--- src/rtl/io_stream_loader.sv ---
// io_stream_loader: expands run-length tokens into fixed-width rows on a valid/ready stream
module io_stream_loader #(
  parameter int SECTION_SIZE = 4,
  parameter int ROW_SIZE = 16,
  parameter int MAX_ROWS = 16,
  localparam int PW = $clog2(ROW_SIZE) + 1,
  localparam int RW = $clog2(MAX_ROWS + 1)
) (
  input  logic                    i_clk,
  input  logic                    i_rst_n,
  input  logic                    i_load_process,
  input  logic                    i_cnn_img,
  input  logic [RW-1:0]           i_num_rows,
  input  logic                    i_interrupt,
  input  logic [SECTION_SIZE-1:0] i_input_section,
  input  logic                    i_section_valid,
  output logic                    o_section_ready,
  output logic [ROW_SIZE-1:0]     o_row_out,
  output logic                    o_row_valid,
  input  logic                    i_row_ready,
  output logic [RW-1:0]           o_row_index,
  output logic                    o_row_is_filter,
  output logic                    o_busy,
  output logic                    o_done,
  output logic                    o_error
);
  typedef enum logic [1:0] {S_IDLE, S_RUN, S_FLUSH, S_DONE} state_t;
  state_t              r_state;
  logic [ROW_SIZE-1:0] r_work;
  logic [ROW_SIZE-1:0] r_row_out;
  logic [PW-1:0]       r_ptr;
  logic [RW-1:0]       r_cnt;
  logic [RW-1:0]       r_num;
  logic [RW-1:0]       r_row_index;
  logic                r_row_valid;
  logic                r_filter;
  logic                r_error;
  logic                w_v;
  logic [PW-1:0]       w_n;
  logic [PW-1:0]       w_end;
  logic [PW-1:0]       w_rem;
  logic                w_full;
  logic                w_last;
  logic                w_acc;
  logic [RW-1:0]       w_num;
  logic [ROW_SIZE-1:0] w_fill;
  logic [ROW_SIZE-1:0] w_pre;
  assign o_section_ready = (r_state == S_RUN) && !i_interrupt && (!r_row_valid || i_row_ready);
  assign w_acc = o_section_ready && i_section_valid;
  assign w_num = (i_num_rows > RW'(MAX_ROWS)) ? RW'(MAX_ROWS) : i_num_rows;
  assign w_last = (r_cnt + RW'(1)) == r_num;
  assign o_row_out = r_row_out;
  assign o_row_valid = r_row_valid;
  assign o_row_index = r_row_index;
  assign o_row_is_filter = r_filter;
  assign o_error = r_error;
  assign o_busy = (r_state == S_RUN) || (r_state == S_FLUSH);
  assign o_done = r_state == S_DONE;
  // decode the token and build both the filled work row and the spill pre-fill of the next row
  always_comb begin
    w_v = i_input_section[SECTION_SIZE-1];
    w_n = PW'(i_input_section[SECTION_SIZE-2:0]) + PW'(1);
    w_end = r_ptr + w_n;
    w_full = w_end >= PW'(ROW_SIZE);
    w_rem = w_end - PW'(ROW_SIZE);
    w_fill = r_work;
    w_pre = '0;
    for (int i = 0; i < ROW_SIZE; i++) begin
      w_fill[i] = (PW'(i) >= r_ptr && PW'(i) < w_end) ? w_v : r_work[i];
      w_pre[i] = (PW'(i) < w_rem) ? w_v : 1'b0;
    end
  end
  // load sequencer: start latch, token expansion, row emission, flush and done
  always_ff @(posedge i_clk or negedge i_rst_n) begin
    if (!i_rst_n) begin
      r_state <= S_IDLE;
      r_work <= '0;
      r_row_out <= '0;
      r_ptr <= '0;
      r_cnt <= '0;
      r_num <= '0;
      r_row_index <= '0;
      r_row_valid <= 1'b0;
      r_filter <= 1'b0;
      r_error <= 1'b0;
    end else if (i_interrupt) begin
      r_state <= S_IDLE;
      r_row_valid <= 1'b0;
      r_ptr <= '0;
      r_cnt <= '0;
    end else begin
      if (r_row_valid && i_row_ready) r_row_valid <= 1'b0;
      case (r_state)
        S_IDLE: if (i_load_process) begin
          r_filter <= i_cnn_img;
          r_num <= w_num;
          r_ptr <= '0;
          r_cnt <= '0;
          r_work <= '0;
          r_error <= 1'b0;
          r_state <= (w_num == '0) ? S_DONE : S_RUN;
        end
        S_RUN: if (w_acc) begin
          if (!w_full) begin
            r_work <= w_fill;
            r_ptr <= w_end;
          end else begin
            r_row_out <= w_fill;
            r_row_valid <= 1'b1;
            r_row_index <= r_cnt;
            r_cnt <= r_cnt + RW'(1);
            if (w_last) begin
              r_state <= S_FLUSH;
              r_error <= r_error || (w_rem != '0);
              r_work <= '0;
              r_ptr <= '0;
            end else begin
              r_work <= w_pre;
              r_ptr <= w_rem;
            end
          end
        end
        S_FLUSH: if (r_row_valid && i_row_ready) r_state <= S_DONE;
        default: r_state <= S_IDLE;
      endcase
    end
  end
endmodule

--- config.mk ---
export PLATFORM = sky130hd
export DESIGN_NAME = io_stream_loader
export DESIGN_NICKNAME = d
export VERILOG_FILES = /design/src/rtl/io_stream_loader.sv
export SDC_FILE = /design/constraint.sdc
export NUM_CORES = 1
export LEC_CHECK = 0
export BUFFER_PORTS_ARGS = -buffer_cell sky130_fd_sc_hd__clkbuf_2
export CAP_MARGIN = 20
export CORE_MARGIN = 5
export CORE_UTILIZATION = 58
export CTS_CLUSTER_DIAMETER = 100
export DETAILED_ROUTE_END_ITERATION = 8
export PLACE_DENSITY = 0.82
export SLEW_MARGIN = 20
export SYNTH_ARGS = -nofsm -noshare
export SYNTH_HDL_FRONTEND = slang
export SYNTH_SLANG_ARGS = --single-unit
export TNS_END_PERCENT = 50
--- constraint.sdc ---
create_clock -name i_clk -period 3.6 [get_ports i_clk]
set_input_delay 0.72 -clock i_clk [delete_from_list [all_inputs] [get_ports i_clk]]
set_output_delay 0.72 -clock i_clk [all_outputs]
set_load 0.05 [all_outputs]
==> Yosys cells after proc, flatten, opt, wreduce, memory -nomap -nowiden <==
Cells that the tools add are included.
{ "totals": {"reg_bits": 57, "latch_bits": 0, "ram_bits": 0, "romBits": 0, "inputBits": 16, "output_inout_bits": 27, "elab_cells": 181, "n_memories": 0} }
{ "classes": {"add_sub_neg": 4, "mul": 0, "div_mod_pow": 0, "magnitude_cmp": 50, "eq_ne": 13, "n_shift": 0, "n_mux": 66, "bitwise_logic": 1, "reduce_logical": 37} }
{ "op_table": {"columns": ["cell", "n"], "rows": [
  ["$lt A4 B5 Y1 const A", 16],
  ["$mux W16", 4],
  ["$mux W5", 9],
  ["$mux W1", 41],
  ["$ge A4 B5 Y1 const A", 8],
  ["$lt A3 B5 Y1 const A", 8],
  ["$pmux W16 S2", 1],
  ["$ge A3 B5 Y1 const A", 4],
  ["$logic_and A1 B1 Y1", 20],
  ["$lt A1 B5 Y1 const A", 4],
  ["$lt A2 B5 Y1 const A", 4],
  ["$pmux W5 S2", 2],
  ["$mux W2", 7],
  ["$ne A3 B3 Y1 const B", 4],
  ["$reduce_and A4 Y1", 3],
  ["$ge A1 B5 Y1 const A", 2],
  ["$ge A2 B5 Y1 const A", 2],
  ["$ne A2 B2 Y1 const B", 4],
  ["$pmux W2 S3", 1],
  ["$reduce_and A3 Y1", 2],
  ["$reduce_and A6 Y1", 1],
  ["$add A5 B1 Y5 const B", 1],
  ["$add A5 B4 Y5", 1],
  ["$eq A5 B5 Y1", 1],
  ["17 further kinds", 21]
]} }

==> Depth between registers and ports, before layout <==
{ "logic_depth": {"word_depth": 9, "mapped_depth": 11, "ltp_nobuf": 10} }

==> Worst setup path after synthesis <==
No wires, ideal clock.
{ "synth_path": {"path_type": "input to register", "start": "input port i_input_section[0]", "end": "register r_state[0]", "setup_ns": 0.128, "t_arrival_ns": 2.755, "required_time_ns": 3.472, "path_slack_ns": 0.717, "stages": 10, "path_buffers": 0, "cell_sequence": "inv_1 ha_1 inv_1 fa_1 and3_4 o22ai_4 nand2_2 a221o_1 a21oi_2 mux2_1"} }
{ "synth_via": {"elab_chain_len": 5} }
{ "synth_rtl": {"columns": ["item", "line", "text"], "rows": [
  ["start, declared", "15", "input logic [SECTION_SIZE-1:0] i_input_section,"],
  ["$add A3 B1 Y4", "62", "w_n = PW'(i_input_section[SECTION_SIZE-2:0]) + PW'(1);"],
  ["$add A5 B4 Y5", "63", "w_end = r_ptr + w_n;"],
  ["$ge A5 B5 Y1", "64", "w_full = w_end >= PW'(ROW_SIZE);"],
  ["$ne A3 B3 Y1 (no source line)", null, null],
  ["$reduce_and A5 Y1 (no source line)", null, null],
  ["end signal, assigned", "101", "r_state <= (w_num == '0) ? S_DONE : S_RUN;"],
  ["end, declared", "28", "state_t r_state;"]
]} }
No other way between the ends.
A chain may end at the register's enable or synchronous reset.

==> Worst setup path in the final report <==
{ "layout_path": {"start": "register r_ptr[0]", "end": "register r_work[13]"} }
{ "layout_via": {"elab_chain_len": 8, "word_cells_on_any_way": 13, "classes_between": "add/sub (2); order compare (4); mux (6); reduce/logical (1)"} }
{ "layout_rtl": {"columns": ["item", "line", "text"], "rows": [
  ["start, declared", "31", "logic [PW-1:0] r_ptr;"],
  ["start signal, assigned", "106", "r_ptr <= w_end;"],
  ["start signal, assigned", "119", "r_ptr <= w_rem;"],
  ["$add A5 B4 Y5", "63", null],
  ["$sub A5 B5 Y5", "65", "w_rem = w_end - PW'(ROW_SIZE);"],
  ["$lt A4 B5 Y1", "70", "w_pre[i] = (PW'(i) < w_rem) ? w_v : 1'b0;"],
  ["$mux W1", "70", null],
  ["$mux W16", "112", "if (w_last) begin"],
  ["$mux W16 (*)", "104", "if (!w_full) begin"],
  ["$mux W16 (*)", "103", "S_RUN: if (w_acc) begin"],
  ["$pmux W16 S2 (*)", "93", "case (r_state)"],
  ["end signal, assigned", "105", "r_work <= w_fill;"],
  ["end signal, assigned", "118", "r_work <= w_pre;"],
  ["end, declared", "29", "logic [ROW_SIZE-1:0] r_work;"]
]} }
Every way passes the cells marked *; elsewhere a longest branch is shown, timed or not. The select of a mux whose other input is x is not followed.

==> summary.md <==
| Metric | Value |
|---|---|
| Detailed Route WL | 9460 microns |
| Total CTS buffers | 9 |
| Synth Register Bits | 57 |
| Final Hold Viols | 0 |
| DRT iter0 DRCs | ~380 |
| Post-place setup slack | 398 ps |
| Clock latency on the worst-skew pair | ~340 ps |
| DP HPWL | between 6000 and 7000 microns |
| Clk sink count | 57 |
| Post-route clock skew | 4.96 ps |
| First-pass GRT wire length | 15700 microns |
| F_max | 0.314 GHz |
| Syn Area/Cell | 8.95 sq um |
| Final setup viols | 0 |
| TNS Setup | 0 ps |
| Seq/Total Area, Yosys | approximately two fifths |
| Root Driver | clkbuf_8 |
| DR WL/cell | 18.5 microns |
| Pwr dens | roughly 600 nW/um^2 |
| N_diodes | 0 |
| Fin crit share | between 80% and 90% |
| Required time of the critical path | 3880 ps |
| Max-cap violation count | 0 |
| Rel. slew slack | 36.9% |
| Die height | roughly 88 microns |
| Max Slew Vio Count | 0 |
| Crit-path max FO | 8 |
| Ys Warns | 0 |
| Number of setup buffers added after CTS | 0 |
| Leak Pwr | 0.00185 uW |
| Placer congestion estimate | 1.02 |
| Filler Cell Count | 503 |
| GRT Total Usage | between 20% and 30% |
| CTS resizes | 0 |
| Final non-filler cell total | 512 |
| Tot Pwr | between 2000 and 2500 uW |
| Status | completed |
| Worst-path clk slew | 70 ps |
| Crit path DAT | approximately 3500 ps |
| Setup ws final | slightly above 400 ps |
| CP Class | flip-flop to flip-flop |
| R2R setup slack | 410 ps |
| DRC violation count after routing | 0 |
| Std-Cell Rows | 28 |
| Cells after Synth | 391 |
| Initial antenna violation count | 0 |
| Worst-Margin Slew | 940 ps |
| HP Class | flip-flop to flip-flop |
| Layout cells sized above 1 | 20.4% |
| Grt total ovfl | 0 |
| RSZ-0062 raised after global routing | false |
| Vias per std cell | 6.27 |
| Initial core utilization | 59.5% |
| Layout Nets | roughly 460 |
| Post-synth EDFFs | 0 |
| Mapped Nets | 416 |
| Pre-antenna DRT Iters | 5 |
| CP startpoint kind | flip-flop |
| CTS tree | built |
| Vias in the first global route | 3152 |
| Synth Cell Area | about 3500 sq um |
| Largest net degree at the start of global routing | 58 |
| Placeable Area | 5890 sq um |
| Synth cell types | 73 |
| Via Count | about 3.2k |
| Final ANT Viol Nets | 0 |
| Worst vdd ir | 0.479 mV |
| DIE WIDTH | 87.7 microns |
| # IOs | 43 |
| PortBufs | 42 |
| Clock buffer depth | 2 |
| Htree depth | 3 |
| Placed Cells | between 400 and 500 |
| Async SR Flop Fraction | 100% |
| Area delta synth->final | 13.4% |
| Crit. End Element | flip-flop |
| CTS Hold Buffers Added | 0 |
| Fin crit period | about 3200 ps |
| Die area | 7690 sq um |
| Synth Flop Type | dfrtp_1 |
-- cell type report --
type / instances / area [sq um] / area share [%]
timing repair buffer: 50 / 270 / 6.81
multi-input combinational: 303 / 1900 / 47.9
clock buffer: 9 / 124 / 3.12
inverter: 12 / 45.0 / 1.13
tap: 75 / 93.8 / 2.36
clock inverter: 6 / 108 / 2.71
sequential: 57 / 1430 / 35.9
-- cell families (layout without fill, tap and decap cells) --
kind of cell	Yosys count	in the layout	share of synthesized area [%]
and+or+nand+nor	154	154	21.2
DFF	57	57	40.7
AOI/OAI and AO/OA	121	121	24.4
xor gates and xnor gates	8	8	2.00
adders and majority gates	9	9	3.43
muxes	11	11	3.29
buffers and inverters	31	77	4.93
-- metal layers --
layer	GRT usage, %	vias up	part of all wire, %
met2	42.0	159	48
met4	13.2	0	3.4
met1	34.6	1518	42
met3	5.27	31	7.0
met5	0	-	0
li1	-	1503	-
-- synthesized netlist by cell type (2+ instances only) --
master | number | area share, %
o311ai_0 | 2 | 0.50
a21boi_0 | 2 | 0.43
inv_1 | 11 | 1.2
or3_1 | 3 | 0.54
nand2_2 | 2 | 0.36
xor2_1 | 3 | 0.75
nor4_1 | 3 | 0.54
mux2_1 | 2 | 0.64
dfrtp_1 | 57 | 41
buf_2 | 8 | 1.1
ha_1 | 8 | 2.9
or2_2 | 2 | 0.36
a22o_1 | 4 | 1.0
o21ai_1 | 2 | 0.29
o221ai_1 | 5 | 1.3
a221o_1 | 3 | 0.86
and3_1 | 4 | 0.71
nand3_1 | 10 | 1.4
buf_6 | 5 | 1.6
nand2b_1 | 7 | 1.3
o211ai_1 | 9 | 1.9
mux2_2 | 2 | 0.64
a31oi_1 | 9 | 1.6
a31o_2 | 2 | 0.50
a21oi_1 | 18 | 2.6
nor2b_1 | 4 | 0.71
a41oi_1 | 2 | 0.50
clkbuf_1 | 3 | 0.32
buf_4 | 2 | 0.43
o21a_1 | 3 | 0.64
o22ai_1 | 3 | 0.54
o21ai_0 | 33 | 4.7
and2_1 | 5 | 0.89
nor3_1 | 2 | 0.29
a211oi_1 | 2 | 0.43
nand3b_1 | 2 | 0.43
xnor2_1 | 5 | 1.3
nor2_1 | 30 | 3.2
mux2i_1 | 7 | 2.0
o31ai_1 | 6 | 1.3
nand2_1 | 67 | 7.2
-- state kept, by name (all words and copies together) (netlist names) --
signal           count
o_row_is_filter      1
o_error              1
r_num                5
o_row_out           16
r_ptr                5
r_cnt                5
o_row_index          5
r_state              2
o_row_valid          1
r_work              16
-- report_power, final --
part / switching (uW) / internal [uW] / total, uW / leakage, uW
clock: 268 / 453 / 721 / 0.000115
combinational: 549 / 263 / 812 / 0.000947
sequential: 75.4 / 717 / 792 / 0.000786
-- layout by cell type, fill, tap and decap left out, types with 6 or more instances in the layout --
master     n
inv_1     11
nand2b_1   7
a31oi_1    9
mux2i_1    7
o211ai_1   9
buf_4      8
ha_1       8
nor2_1    30
clkbuf_2  42
o31ai_1    6
clkbuf_8   9
nand2_1   67
nand3_1   10
o21ai_0   33
a21oi_1   18
dfrtp_1   57
-- worst max-delay path, cell delays in order (launching register included) --
cell      delay (ps)
dfrtp_1          480
inv_1            150
ha_1             180
inv_1             70
fa_1             460
a21oi_1          410
o22a_1           400
and2_0           430
nand2_1          120
a211oi_1         280
a31o_2           150
-- stage by stage --
stage	util, %	cell area (sq um)	hold WS (ps)
global route	67.4	3970	511
global placement	63.5	3740	459
detailed placement	63.5	3740	464
finish	67.4	3970	475
floorplan	-	3500	424
CTS	67.4	3970	480
-- path summary, 6_finish.rpt --
check,startpoint,end,cells after the start
max reg2reg,r_ptr[0],r_work[13],10
min reg2reg,o_row_index[0],o_row_index[0],2
min,o_row_index[0],o_row_index[0],2
max,r_ptr[0],r_work[13],10
max in group asynchronous,i_rst_n,r_work[5],2
min in group asynchronous,i_rst_n,r_ptr[0],2
Note: power is estimated with default switching activity, not from simulation.
